### src/rtl/core_pkg.sv
// Shared encodings for the memory-port arbiter: access sizes, owner tags, arbiter states and
// the size/alignment legality check.
package core_pkg;

    localparam logic [1:0] HB_WORD = 2'b00;
    localparam logic [1:0] HB_BYTE = 2'b01;
    localparam logic [1:0] HB_HALF = 2'b10;

    localparam logic OWNER_IF = 1'b0;
    localparam logic OWNER_D  = 1'b1;

    typedef enum logic [2:0] {
        IDLE,
        ISSUE,
        WAIT,
        RESP,
        RESP_ERR
    } arb_state_e;

    // Misaligned half/word, or the reserved size code.
    function automatic logic size_err(input logic [1:0] hb, input logic [1:0] lsb);
        case (hb)
            HB_WORD: return lsb != 2'b00;
            HB_HALF: return lsb[0];
            HB_BYTE: return 1'b0;
            default: return 1'b1;
        endcase
    endfunction

endpackage

### src/rtl/load_formatter.sv
// Picks the addressed byte/half out of a bus word and sign- or zero-extends it; words pass
// through unchanged.
module load_formatter
    import core_pkg::*;
(
    input  logic [31:0] word_i,
    input  logic [1:0]  addr_i,
    input  logic [1:0]  hb_i,
    input  logic        ul_i,
    output logic [31:0] result_o
);

    logic [7:0]  w_byte;
    logic [15:0] w_half;

    assign w_byte = word_i[{addr_i, 3'b000} +: 8];
    assign w_half = addr_i[1] ? word_i[31:16] : word_i[15:0];

    always_comb begin
        result_o = word_i;
        case (hb_i)
            HB_BYTE: result_o = {{24{~ul_i & w_byte[7]}}, w_byte};
            HB_HALF: result_o = {{16{~ul_i & w_half[15]}}, w_half};
            default: result_o = word_i;
        endcase
    end

endmodule

### src/rtl/mem_port_arbiter.sv
// Shares one memory port between instruction fetch and data accesses: one outstanding
// transaction, data-over-fetch priority with a starvation guard, lane steering and load extension.
module mem_port_arbiter
    import core_pkg::*;
#(
    parameter int unsigned STARVE_LIMIT = 4
) (
    input  logic        clk_i,
    input  logic        rst_ni,

    input  logic        if_req_i,
    input  logic [31:0] if_addr_i,
    output logic        if_gnt_o,
    output logic        if_rvalid_o,
    output logic [31:0] if_rdata_o,

    input  logic        d_req_i,
    input  logic        d_we_i,
    input  logic [31:0] d_addr_i,
    input  logic [31:0] d_wdata_i,
    input  logic [1:0]  d_hb_i,
    input  logic        d_ul_i,
    output logic        d_gnt_o,
    output logic        d_rvalid_o,
    output logic [31:0] d_rdata_o,
    output logic        d_err_o,

    output logic        mem_req_o,
    output logic        mem_we_o,
    output logic [31:0] mem_addr_o,
    output logic [31:0] mem_wdata_o,
    output logic [3:0]  mem_be_o,
    input  logic        mem_gnt_i,
    input  logic        mem_rvalid_i,
    input  logic [31:0] mem_rdata_i
);

    localparam logic [3:0] Limit = 4'(STARVE_LIMIT);

    arb_state_e  r_state, w_state_nxt;
    logic [3:0]  r_starve;
    logic        r_owner, r_we, r_ul;
    logic [1:0]  r_hb;
    logic [31:0] r_addr, r_wdata, r_rdata;

    logic        w_idle, w_pick_if, w_d_err, w_issue, w_resp_d;
    logic [3:0]  w_be;
    logic [31:0] w_wdata, w_load;

    // Gated by rst_ni so the combinational grants also read 0 while reset is held.
    assign w_idle    = (r_state == IDLE) && rst_ni;
    assign w_pick_if = if_req_i && (!d_req_i || (r_starve == Limit));
    assign if_gnt_o  = w_idle && w_pick_if;
    assign d_gnt_o   = w_idle && d_req_i && !w_pick_if;
    assign w_d_err   = size_err(d_hb_i, d_addr_i[1:0]);

    always_comb begin
        w_state_nxt = r_state;
        case (r_state)
            IDLE: begin
                if (if_gnt_o) begin
                    w_state_nxt = ISSUE;
                end else if (d_gnt_o) begin
                    w_state_nxt = w_d_err ? RESP_ERR : ISSUE;
                end
            end
            ISSUE:    if (mem_gnt_i) w_state_nxt = WAIT;
            WAIT:     if (mem_rvalid_i) w_state_nxt = RESP;
            RESP:     w_state_nxt = IDLE;
            RESP_ERR: w_state_nxt = IDLE;
            default:  w_state_nxt = IDLE;
        endcase
    end

    always_ff @(posedge clk_i or negedge rst_ni) begin
        if (!rst_ni) begin
            r_state  <= IDLE;
            r_starve <= '0;
        end else begin
            r_state <= w_state_nxt;
            if (!if_req_i || if_gnt_o) begin
                r_starve <= '0;
            end else if (d_gnt_o && (r_starve != Limit)) begin
                r_starve <= r_starve + 4'd1;
            end
        end
    end

    // Fetches are latched as aligned-irrelevant word reads so the lane logic yields 1111.
    always_ff @(posedge clk_i or negedge rst_ni) begin
        if (!rst_ni) begin
            r_owner <= OWNER_IF;
            r_we    <= 1'b0;
            r_ul    <= 1'b0;
            r_hb    <= HB_WORD;
            r_addr  <= '0;
            r_wdata <= '0;
        end else if (if_gnt_o) begin
            r_owner <= OWNER_IF;
            r_we    <= 1'b0;
            r_ul    <= 1'b0;
            r_hb    <= HB_WORD;
            r_addr  <= if_addr_i;
            r_wdata <= '0;
        end else if (d_gnt_o) begin
            r_owner <= OWNER_D;
            r_we    <= d_we_i;
            r_ul    <= d_ul_i;
            r_hb    <= d_hb_i;
            r_addr  <= d_addr_i;
            r_wdata <= d_wdata_i;
        end
    end

    load_formatter u_load_formatter (
        .word_i   (mem_rdata_i),
        .addr_i   (r_addr[1:0]),
        .hb_i     (r_hb),
        .ul_i     (r_ul),
        .result_o (w_load)
    );

    always_ff @(posedge clk_i or negedge rst_ni) begin
        if (!rst_ni) begin
            r_rdata <= '0;
        end else if ((r_state == WAIT) && mem_rvalid_i) begin
            if (r_owner == OWNER_IF) begin
                r_rdata <= mem_rdata_i;
            end else begin
                r_rdata <= r_we ? 32'd0 : w_load;
            end
        end
    end

    always_comb begin
        w_be    = 4'b1111;
        w_wdata = r_wdata;
        case (r_hb)
            HB_BYTE: begin
                w_be    = 4'b0001 << r_addr[1:0];
                w_wdata = {4{r_wdata[7:0]}};
            end
            HB_HALF: begin
                w_be    = r_addr[1] ? 4'b1100 : 4'b0011;
                w_wdata = {2{r_wdata[15:0]}};
            end
            default: begin
                w_be    = 4'b1111;
                w_wdata = r_wdata;
            end
        endcase
    end

    assign w_issue     = (r_state == ISSUE);
    assign mem_req_o   = w_issue;
    assign mem_we_o    = w_issue && r_we;
    assign mem_addr_o  = w_issue ? {r_addr[31:2], 2'b00} : 32'd0;
    assign mem_be_o    = w_issue ? w_be : 4'b0000;
    assign mem_wdata_o = w_issue ? w_wdata : 32'd0;

    assign w_resp_d    = (r_state == RESP) && (r_owner == OWNER_D);
    assign if_rvalid_o = (r_state == RESP) && (r_owner == OWNER_IF);
    assign if_rdata_o  = if_rvalid_o ? r_rdata : 32'd0;
    assign d_rvalid_o  = w_resp_d || (r_state == RESP_ERR);
    assign d_err_o     = (r_state == RESP_ERR);
    assign d_rdata_o   = w_resp_d ? r_rdata : 32'd0;

endmodule

### config.mk
export PLATFORM = sky130hd
export DESIGN_NAME = mem_port_arbiter
export DESIGN_NICKNAME = d
export VERILOG_FILES = /design/src/rtl/core_pkg.sv /design/src/rtl/load_formatter.sv /design/src/rtl/mem_port_arbiter.sv
export SDC_FILE = /design/constraint.sdc
export NUM_CORES = 1
export LEC_CHECK = 0
export BUFFER_PORTS_ARGS = -buffer_cell sky130_fd_sc_hd__buf_4
export CAP_MARGIN = 20
export CORE_ASPECT_RATIO = 0.9
export CORE_UTILIZATION = 51
export DETAILED_ROUTE_END_ITERATION = 6
export PLACE_DENSITY = 0.86
export SYNTH_ARGS = -nofsm -noshare
export SYNTH_HDL_FRONTEND = slang
export SYNTH_SLANG_ARGS = --single-unit
### constraint.sdc
create_clock -name clk_i -period 4.1 [get_ports clk_i]
set_clock_uncertainty 0.05 [all_clocks]
set_input_delay 0.205 -clock clk_i [delete_from_list [all_inputs] [get_ports clk_i]]
set_output_delay 0.205 -clock clk_i [all_outputs]
set_load 0.005 [all_outputs]
# After elaboration in Yosys (flattened, before gate mapping)
# Cells that the tools add are included.
# totals
mem_count	0
elab_cells	84
out_inout_bits	139
reg_bits	108
mem_bits_ro	0
latch_bits	0
ramBits	0
inputBits	138
# op_classes
n_reduce_logical	22
n_lt_le_gt_ge	0
shift	2
muxes	33
bitwise_logic	4
eq_ne	13
n_div	0
addsub	1
multipliers	0
# ops
cell	n
32-bit two-way mux	10
32-bit case mux with 2 select lines	2
32-bit by 6-bit indexed part select with 8-bit output	1
16-bit two-way mux	1
4-bit two-way mux	4
3-bit two-way mux	5
1-bit logical AND	10
3-bit case mux with 3 select lines	1
4-bit case mux with 2 select lines	1
3-bit by 2-bit equality test with 1-bit output (second input constant)	2
1-bit two-way mux	6
2-bit nonzero test	3
4-bit by 1-bit adder with 4-bit output (second input constant)	1
2-bit by 1-bit equality test with 1-bit output (second input constant)	2
2-bit equality test (second input constant)	2
4-bit by 3-bit equality test with 1-bit output (second input constant)	1
2-bit two-way mux	2
2-bit != test (second input constant)	2
4-bit by 3-bit != test with 1-bit output (second input constant)	1
1-bit by 2-bit left shift with 4-bit output (first input constant)	1
3-bit by 1-bit equality test with 1-bit output (second input constant)	1
3-bit equality test (second input constant)	1
1-bit zero test	3
3-bit zero test	1
7 further kinds	11

# Longest topological paths before layout
# depth
depth_word	8
mapped_depth	8
depth_no_buf	7

# Modules after synthesis
# A second synthesis with hierarchy kept.
# unflattened
hier_cells	809
hier_area_um2	6701.4
# modules_own_cells
mod	area_per_inst_um2	cells_each	instances	seq_area_each_um2
mem_port_arbiter	5909.4	699	1	2702.6
load_formatter	792.0	110	1	0.0

# Worst setup path after synthesis
# OpenSTA, ideal clock, no wires.
# synth_timing
path_kind	reg-to-output
from	reg r_hb[0]
to	out mem_wdata_o[20]
required_time_ns	3.845
stages_incl_launch_ff	8
slack_ns	2.088
t_arrival_ns	1.757
n_path_buf	3
path_cell_list	dfrtp_1 inv_1 ha_1 clkbuf_1 clkbuf_1 clkbuf_1 a22oi_1 nor2_1
# synth_between
elab_chain_len	3
elab_cells_between_ends	4
cone_classes	2 x eq/ne; 2 x mux
# synth_rtl
element	line_no	source
start, declared	mem_port_arbiter.sv:43	logic [1:0] r_hb;
start signal, assigned	mem_port_arbiter.sv:109	r_hb <= d_hb_i;
2-bit equality test / 2-bit by 1-bit equality test with 1-bit output (equally long branches)	mem_port_arbiter.sv:138	case (r_hb)
32-bit case mux with 2 select lines *	mem_port_arbiter.sv:138	
32-bit two-way mux *	mem_port_arbiter.sv:159	assign mem_wdata_o = w_issue ? w_wdata : 32'd0;
end, declared	mem_port_arbiter.sv:31	output logic [31:0] mem_wdata_o,
# Every way passes the cells marked *; elsewhere a longest branch is shown, timed or not.

# Final worst setup path
# layout_timing
from	in rst_ni
to	out d_gnt_o
# layout_between
elab_chain_len	3
# layout_rtl
element	line_no	source
start, declared	mem_port_arbiter.sv:9	input logic rst_ni,
1-bit logical AND	mem_port_arbiter.sv:51	assign w_idle = (r_state == IDLE) && rst_ni;
1-bit logical AND (2 in a row)	mem_port_arbiter.sv:54	assign d_gnt_o = w_idle && d_req_i && !w_pick_if;
end, declared	mem_port_arbiter.sv:23	output logic d_gnt_o,
# No other way between the ends.

==> results.cfg <==
[placed_design]
place_area_mm2 = 0.00811
globalplace.congestion = 0.888
hpwl_mm = 14.2
portBuffers = 274

[global_route]
grt_usage = 0.314
grt_pass1_wl_mm = 29.8
first_global_vias = 5844
use_met2 = 0.530
antenna_found_initial = 0
gr-usage-met3 = 0.0753
met1_usage = 0.387
grt_max_degree = 67
top_usage_layer = met2
overflow = 0

[run_status]
status = finished, final reports clean

[power_and_ir_drop]
p_seq_frac = 0.382
p_int_mw = 3.16
p_sw_frac = 0.390
p_switching_mw = 2.02
powerDensity_mw_per_mm2 = 616
power_leakage_nw = 4.08
comb_power_share = 0.449
vdd_drop_max_mv = 0.322
pwr-share-clk = 0.169

[synth]
synthTopCellsByArea = dfrtp_1, and2_1, nor2_1
synth_area_per_cell_um2 = 8.64
synthTopCellsByCount = dfrtp_1, and2_1, nor2_1, a21oi_1, nand2_1
yosysSeqAreaShare = 0.446
yosysTopAreaCellShare = 0.446
ys_dominant_reg_cell = dfrtp_1
yosysTopAreaCell = dfrtp_1
syn_area_mm2 = 0.00606
yosysMostFrequentCell = dfrtp_1
netlist_instances = 701
synth.distinct_cells = 51
synthArstFlopShare = 1.00
synth_edf_count = 0
synth_seq_cells = 108
yosysWarnings = 0

[worst_hold_path]
whs_endpoint = r_wdata[12]
holdCritStartpoint = d_wdata_i[12]
hold_class = primary input to flip-flop
hold_depth = 3

[timing]
fmax_mhz = 316
tns_ns = 0
slew_headroom = 0.385
hold_viol_final = 0
worstMarginPinSlew_ns = 0.923
drv_slew = 0
min_period_ns = 3.17
fin_crit_sh = 0.772
setup_viol = 0
rsz0062_at_grt = false

[final_layout]
drive_gt1_frac = 0.330
syn2layout_area_growth_pct = 39.0
antenna_cells = 0
layout.nets = 1082
fin_area_mm2 = 0.00842

[detailed_routing]
routed_wl_mm = 19.2
drt_first_pass_iters = 7
drtIter0Drc = 515
wl_per_cell_um = 17.5
vias = 6143
drc = 0
ant_nets = 0
viasPerCell = 5.58

[clock_tree]
cts_buffers = 9
htree_levels = 3
root_buffer = clkbuf_16
cts_tree = done
ctsHoldBuffers = 1
cts_num_sinks = 108
cts_buffer_depth = 2
cts_resized = 0
clock_latency_ns = 0.34
path_clk_slew_ns = 0.07
postCtsSetupBuffers = 0

[die]
fp.dieW_um = 117
start_util = 0.527
ios = 277
die_y_um = 105
core_mm2 = 0.0115
die_area_mm2 = 0.0123
num_rows = 37

[setup_path]
rrSetupSlack_ns = 1.42
cp.arrival_ns = 2.91
worst_r2r_endpoint = r_rdata[5]
end_kind = output port
worstReg2RegStart = r_hb[1]
cp_max_fo = 46
reg2reg_depth = 6
path_class = primary input to output port
critPathRequiredTime_ns = 3.85
setup.worst_path.start = rst_ni
start_kind = primary input

[flow_run]
drv_cap = 0
cell type report:
type | instances | area (um2)
Tap cell | 156 | 195
Clock buffer | 13 | 250
Multi-Input combinational cell | 509 | 2990
Inverter | 28 | 105
Clock inverter | 3 | 46.3
Timing Repair Buffer | 284 | 2130
Sequential cell | 108 | 2700
Fill cell | 905 | 3060
metrics by stage:
step | total power [mW] | instances | worst slack, ns | hold WS (ns) | utilization
after floorplan | 3.31 | 702 | 2.09 | -0.141 | -
final | 5.19 | 1101 | 0.934 | 0.0159 | 0.733
after detailed placement | 4.29 | 1083 | 1.40 | 0.201 | 0.706
after CTS | 5.17 | 1100 | 0.920 | 0.00493 | 0.733
after global routing | 5.53 | 1101 | 0.719 | 0.0205 | 0.733
after global placement | 4.22 | 1083 | 1.46 | 0.198 | 0.706
critical path, stage by stage:
cell,delay [ns]
dlygate4sd3_1,0.52
buf_4,0.47
nor4b_4,0.54
nand3_2,0.12
buf_4,0.28
inv_2,0.50
buf_4,0.22
cells in the final DEF, fill, tap and decap left out, types with 2 or more instances in the layout:
cell type and count:
clkbuf_16 9, buf_4 283, nor2_1 96, a21boi_0 3, clkbuf_1 3, o221ai_1 8
inv_1 27, a21oi_1 71, nand2_1 55, a22o_1 17, ha_1 4, nor2b_1 5
nand4b_1 3, o21ai_0 25, nand3_1 5, conb_1 2, nor3b_1 2, nand2b_1 4
nand3b_1 2, o211ai_1 9, o21ai_1 3, dfrtp_1 108, a221o_1 15, and2_1 103
o22ai_1 35, mux2_2 7, a22oi_1 8, nor3_1 3, mux2i_1 4, nand4_1 2
worst max-delay path by stage:
| stage | to | depth (start not counted) |
|---|---|---|
| 6_report | d_gnt_o | 7 |
| 5_1_grt | d_gnt_o | 7 |
| 4_1_cts | d_gnt_o | 7 |
| 3_5_place_dp | mem_addr_o[13] | 6 |
| 3_3_place_gp | r_rdata[6] | 6 |
| 2_1_floorplan | mem_wdata_o[20] | 7 |
flip-flops by register name (all words and copies together), names as in the netlist:
register and cells:
r_rdata 32, r_wdata 32, r_ul 1, r_starve 4, r_we 1, r_state 3, r_hb 2, r_addr 32
r_owner 1
power groups by stage:
stage	logic, mW	registers, mW	clock network (mW)
2_1_floorplan	1.53	1.78	0
3_3_place_gp	2.25	1.97	0
3_5_place_dp	2.32	1.97	0
4_1_cts	2.32	1.96	0.890
5_1_grt	2.57	2.04	0.925
6_report	2.33	1.98	0.877
per-layer routing:
metal / vias to the layer above / part of all wire
met4: 0 / 0.027
li1: 2893 / -
met3: 40 / 0.081
met1: 2899 / 0.39
met2: 311 / 0.50
met5: - / 0
cells by family (layout without fill, tap and decap cells):
logic type | Yosys count | after routing | share of synthesized area
AND/OR/NAND/NOR | 293 | 293 | 0.251
AO/OA/AOI/OAI | 199 | 199 | 0.210
flip-flops | 108 | 108 | 0.446
buffers and inverters | 85 | 328 | 0.0638
multiplexers | 11 | 11 | 0.0196
adder cells (fa/ha/maj) | 4 | 4 | 0.00826
other | 1 | 2 | 0.000619
Power figures use the tool's default switching activity.
